$ cat config.mk
export PLATFORM = sky130hd
export DESIGN_NAME = mem_port_arbiter
export DESIGN_NICKNAME = d
export VERILOG_FILES = /design/src/rtl/mem_port_arbiter.sv
export SDC_FILE = /design/constraint.sdc
export NUM_CORES = 1
export LEC_CHECK = 0
export ABC_CLOCK_PERIOD_IN_PS = 3200
export CELL_PAD_IN_SITES_DETAIL_PLACEMENT = 1
export CELL_PAD_IN_SITES_GLOBAL_PLACEMENT = 2
export CORE_ASPECT_RATIO = 1.25
export CORE_UTILIZATION = 15
export DETAILED_ROUTE_END_ITERATION = 12
export PLACE_DENSITY_LB_ADDON = 0.1
export SLEW_MARGIN = 20
export SYNTH_ARGS = -nofsm -noshare
export SYNTH_HDL_FRONTEND = slang
export SYNTH_SLANG_ARGS = --single-unit
export TNS_END_PERCENT = 50
$ cat constraint.sdc
create_clock -name clk_i -period 3.2 [get_ports clk_i]
set_clock_uncertainty 0.15 [all_clocks]
set_input_delay 0.64 -clock clk_i [delete_from_list [all_inputs] [get_ports clk_i]]
set_output_delay 0.64 -clock clk_i [all_outputs]
set_load 0.03 [all_outputs]
$ cat src/rtl/mem_port_arbiter.sv
// Round-robin arbiter sharing one req/gnt/rvalid device port between NrHosts requesters.
// An in-order FIFO of granted host indices steers each device response back to its originator.
module mem_port_arbiter #(
   parameter int NrHosts        = 2,
   parameter int DataWidth      = 32,
   parameter int AddressWidth   = 32,
   parameter int MaxOutstanding = 2
) (
   input  logic                    clk_i,
   input  logic                    rst_ni,
   input  logic [NrHosts-1:0]      host_req_i,
   output logic [NrHosts-1:0]      host_gnt_o,
   input  logic [AddressWidth-1:0] host_addr_i  [NrHosts],
   input  logic [NrHosts-1:0]      host_we_i,
   input  logic [DataWidth/8-1:0]  host_be_i    [NrHosts],
   input  logic [DataWidth-1:0]    host_wdata_i [NrHosts],
   output logic [NrHosts-1:0]      host_rvalid_o,
   output logic [DataWidth-1:0]    host_rdata_o [NrHosts],
   output logic [NrHosts-1:0]      host_err_o,
   output logic                    dev_req_o,
   input  logic                    dev_gnt_i,
   output logic [AddressWidth-1:0] dev_addr_o,
   output logic                    dev_we_o,
   output logic [DataWidth/8-1:0]  dev_be_o,
   output logic [DataWidth-1:0]    dev_wdata_o,
   input  logic                    dev_rvalid_i,
   input  logic [DataWidth-1:0]    dev_rdata_i,
   input  logic                    dev_err_i,
   output logic                    unexp_rsp_o
);

   localparam int IdxW = (NrHosts > 1) ? $clog2(NrHosts) : 1;
   localparam int PtrW = (MaxOutstanding > 1) ? $clog2(MaxOutstanding) : 1;
   localparam int CntW = $clog2(MaxOutstanding + 1);

   typedef logic [IdxW-1:0] idx_t;
   typedef logic [PtrW-1:0] ptr_t;

   function automatic idx_t idx_inc(input idx_t i);
      return (i == idx_t'(NrHosts - 1)) ? '0 : i + idx_t'(1);
   endfunction

   function automatic ptr_t ptr_inc(input ptr_t p);
      return (p == ptr_t'(MaxOutstanding - 1)) ? '0 : p + ptr_t'(1);
   endfunction

   idx_t            rr_ptr_q;
   logic            lock_q;
   idx_t            lock_idx_q;
   idx_t            fifo_q [MaxOutstanding];
   ptr_t            rd_ptr_q;
   ptr_t            wr_ptr_q;
   logic [CntW-1:0] count_q;
   logic            unexp_q;

   logic win_found;
   idx_t win_idx;
   logic fifo_full;
   logic fifo_empty;
   logic lock_hit;
   logic handshake;
   logic stall;
   logic push;
   logic pop;
   idx_t head;
   int   cand;

   // Both sides use req/gnt: a request is accepted in a cycle where req and gnt are
   // both high, and a request left ungranted must be held until it is granted.
   // Responses (rvalid) carry no back-pressure and return in request order.
   assign fifo_full  = (count_q == CntW'(MaxOutstanding));
   assign fifo_empty = (count_q == '0);
   assign lock_hit   = lock_q && host_req_i[lock_idx_q];
   assign head       = fifo_q[rd_ptr_q];

   // Winner selection; fullness uses the registered count so rvalid never reaches dev_req_o.
   always_comb begin
      win_found = 1'b0;
      win_idx   = '0;
      cand      = 0;
      if (rst_ni && !fifo_full) begin
         if (lock_hit) begin
            win_found = 1'b1;
            win_idx   = lock_idx_q;
         end else begin
            for (int k = 0; k < NrHosts; k++) begin
               cand = int'(rr_ptr_q) + k;
               if (cand >= NrHosts) cand = cand - NrHosts;
               if (!win_found && host_req_i[cand]) begin
                  win_found = 1'b1;
                  win_idx   = idx_t'(cand);
               end
            end
         end
      end
   end

   assign handshake = win_found && dev_gnt_i;
   assign stall     = win_found && !dev_gnt_i;
   assign push      = handshake;
   assign pop       = dev_rvalid_i && !fifo_empty;

   always_comb begin
      dev_req_o     = win_found;
      dev_addr_o    = '0;
      dev_we_o      = 1'b0;
      dev_be_o      = '0;
      dev_wdata_o   = '0;
      host_gnt_o    = '0;
      host_rvalid_o = '0;
      host_err_o    = '0;
      if (win_found) begin
         dev_addr_o          = host_addr_i[win_idx];
         dev_we_o            = host_we_i[win_idx];
         dev_be_o            = host_be_i[win_idx];
         dev_wdata_o         = host_wdata_i[win_idx];
         host_gnt_o[win_idx] = dev_gnt_i;
      end
      if (pop) begin
         host_rvalid_o[head] = 1'b1;
         host_err_o[head]    = dev_err_i;
      end
   end

   always_comb begin
      for (int i = 0; i < NrHosts; i++) host_rdata_o[i] = dev_rdata_i;
   end

   assign unexp_rsp_o = unexp_q;

   always_ff @(posedge clk_i or negedge rst_ni) begin
      if (!rst_ni) begin
         rr_ptr_q   <= '0;
         lock_q     <= 1'b0;
         lock_idx_q <= '0;
         rd_ptr_q   <= '0;
         wr_ptr_q   <= '0;
         count_q    <= '0;
         unexp_q    <= 1'b0;
      end else begin
         // A lock only survives as a stall; a dropped locked request clears it.
         if (handshake) begin
            rr_ptr_q <= idx_inc(win_idx);
            lock_q   <= 1'b0;
         end else if (stall) begin
            lock_q     <= 1'b1;
            lock_idx_q <= win_idx;
         end else begin
            lock_q <= 1'b0;
         end
         if (push) wr_ptr_q <= ptr_inc(wr_ptr_q);
         if (pop)  rd_ptr_q <= ptr_inc(rd_ptr_q);
         if (push && !pop)      count_q <= count_q + CntW'(1);
         else if (pop && !push) count_q <= count_q - CntW'(1);
         if (dev_rvalid_i && fifo_empty) unexp_q <= 1'b1;
      end
   end

   always_ff @(posedge clk_i) begin
      if (push) fifo_q[wr_ptr_q] <= win_idx;
   end

endmodule
==> run metrics <==
run status complete, no violations; CP arrival 2.27 ns; DIE WIDTH 129 µm; Non-Filler Instances ~760; Synth Warn # 0; Hold Buf Count CTS 0; cell area after synthesis between 3000 and 4000 µm²; Hold Crit Class reg -> reg; antenna violations before repair 0; Power Density a little under 500 nW/µm²; Synth top cells by count 138 x nand4_1, 71 x mux2i_1, 67 x buf_4; H-tree lvl count 1; post-synthesis simple-gate area fraction 0.325; setup bufs post-CTS 0; cts repair resizes 0; Hold Crit Depth 1; Starting Density 0.154; Reg-to-Reg Start count_q[0]; CP endpoint kind primary output; fraction of the mapped netlist area in adder cells 0.00417; fin. max-slew vios 0; kind of critical path in -> out; Period Utilization, post-route 0.955; synth top area cells nand4_1 29%, mux2i_1 24%, buf_4 17%, dfrtp_1 6.7%, buf_6 4.9%; synthesized-area fraction occupied by xor and xnor cells 0.0146; setup_tns 0 ns; port bufs 221; Vias/cell about 4.5; multiplexer share of the synthesized area 0.245; Num CTS Buffers 3; full die area approximately 21000 µm²; Leakage between 2 and 2.5 nW; top cell type's share of synthesized area 0.288; CP startpoint kind input port; detailed-router iteration count before antenna repair 4; HP Start unexp_rsp_o; wire length per cell approximately 18 µm; Via Count 3400; GRT overflow 0; fillcell total 2345; CTS root buffer clkbuf_16; Critical Path RT between 2 and 2.5 ns; max_cap viols 0; diode count 0; Die H between 150 and 200 µm; Buf/Inv on CP 5; post-place setup slack around 0.11 ns; Post-Syn Area per Cell around 8.1 µm²; Compound-Gate Fraction of Synth Area 0.00708; Placed Cells around 760; clock slew at reported path FFs ~0.040 ns; f_max roughly 330 MHz; register area share after synthesis 0.0867; Setup violations, final 0; RSZ-0062 raised after global routing false; initial drt markers 70; Crit Path Max Fanout 21; CP dominant cell by count buf_12; Worst Hold Margin roughly 0.32 ns; Final WS setup between 0.1 and 0.15 ns; Hold Vio Cnt, Final 0; I/O Pins 318; Seq cells post-synth 10; Finished Core Util 0.250; stages on the worst setup path 7; ANT nets after route 0; worst-case reg-to-reg path depth 9; Max Root-Sink Buffers 2; Distinct cells, synth 29; Worst path max stage delay between 0.4 and 0.5 ns; min cycle time layout just over 3 ns; proportion of layout cells with a drive suffix above 1 0.208; drt total wl 13.6 mm; Max VDD drop 0.000237 V; largest family of logic cells by synthesized area simple AND/OR/NAND/NOR gates; RD Place Congestion 0.701; num rows 57; RR Endpoint count_q[1]; clk sinks 10; DRC 0; core area just under 20000 µm²; count of flip-flops with a built-in enable after synthesis 2; syn_nets 549; most common cell in the netlist nand4_1; hold endpoint unexp_rsp_o; Slowest cell on crit path clkdlybuf4s50_1; post-synthesis cell count between 300 and 400; CTS tree yes; leading area contributor after synthesis nand4_1; vias in the first global route roughly 3600; HPWL after DPL roughly 11 mm; Main synth FF type dfrtp_1; r2r setup slk 0.89 ns; Layout area overhead 63.0%; worst rel slew slack 0.703; gr usage total 0.125; Worst-Skew Late Latency 0.24 ns; CP cell instances clkdlybuf4s50_1 -> inv_1 -> o21ai_4 -> buf_12 -> buf_12 -> mux2i_1 -> buf_4; worst-margin pin slew 0.445 ns; largest net degree at the start of global routing 54; Total Nets Final around 680; first-pass GRT wire length 20.3 mm; Async S/R FF share, synth 0.800; Worst path top cell family by delay buffers and inverters
metal layers:
layer  part of all wire  track usage
met5                  0            0
met4              0.023       0.0326
met3              0.055       0.0168
met2               0.57        0.259
met1               0.35        0.126
report_power, final:
part           total (mW)  leakage (nW)  internal [mW]  switching, mW
clock network       0.251        0.0442          0.188         0.0631
registers           0.220         0.111          0.177         0.0427
logic                1.90          1.92          0.803           1.10
total                2.37          2.07           1.17           1.21
worst reg2reg max path, stage by stage (launching register included):
cell and delay (ns):
dfrtp_1 0.44, nand2b_4 0.44, buf_12 0.29, nand4_4 0.14, buf_4 0.18, inv_1 0.05
ha_1 0.15, xor2_1 0.15, nor2_1 0.07, xor2_1 0.14
worst max-delay path by stage:
stage | start | end
floorplan | rst_ni | dev_wdata_o[21]
global placement | host_req_i[0] | dev_wdata_o[17]
detailed placement | host_req_i[0] | dev_wdata_o[22]
CTS | host_req_i[0] | dev_wdata_o[17]
global route | host_req_i[1] | dev_wdata_o[22]
finish | host_req_i[0] | dev_wdata_o[22]
cells in the final DEF, fill, tap and decap left out, types with 2 or more instances in the layout:
| cell | count |
|---|---|
| and3_1 | 2 |
| buf_12 | 17 |
| buf_4 | 76 |
| clkbuf_16 | 3 |
| clkdlybuf4s50_1 | 148 |
| dfrtp_1 | 8 |
| edfxtp_1 | 2 |
| inv_1 | 4 |
| mux2i_1 | 71 |
| nand4_1 | 138 |
| nor2_1 | 6 |
| nor2b_1 | 2 |
| xnor2_1 | 3 |
| xor2_1 | 2 |
state kept, by name, summed over array words and instances, names as in the netlist:
signal / flops
rr_ptr_q: 1
count_q: 2
lock_q: 1
wr_ptr_q: 1
lock_idx_q: 1
fifo_q: 2
unexp_rsp_o: 1
rd_ptr_q: 1
per-stage QoR:
stage	area [µm²]	power, mW
global placement	4810	2.13
detailed placement	4810	2.15
global route	4890	2.53
finish	4890	2.37
CTS	4890	2.41
floorplan	3000	1.69
cells by family (layout without fill, tap and decap cells):
group	count (synthesis)	after routing
xor+xnor	5	5
compound gates	3	3
mux	73	73
buf+inv	124	249
simple gates	155	155
flops	10	10
fa+ha+maj	1	1
area by class of cell:
type | count | area [µm²] | share of cell area
Clock buffer | 4 | 88.8 | 0.0181
Inverter | 4 | 15.0 | 0.00307
Timing Repair Buffer | 241 | 2390 | 0.489
Tap cell | 265 | 332 | 0.0677
Sequential cell | 10 | 260 | 0.0532
Multi-Input combinational cell | 237 | 1810 | 0.369
Power figures use the tool's default switching activity.
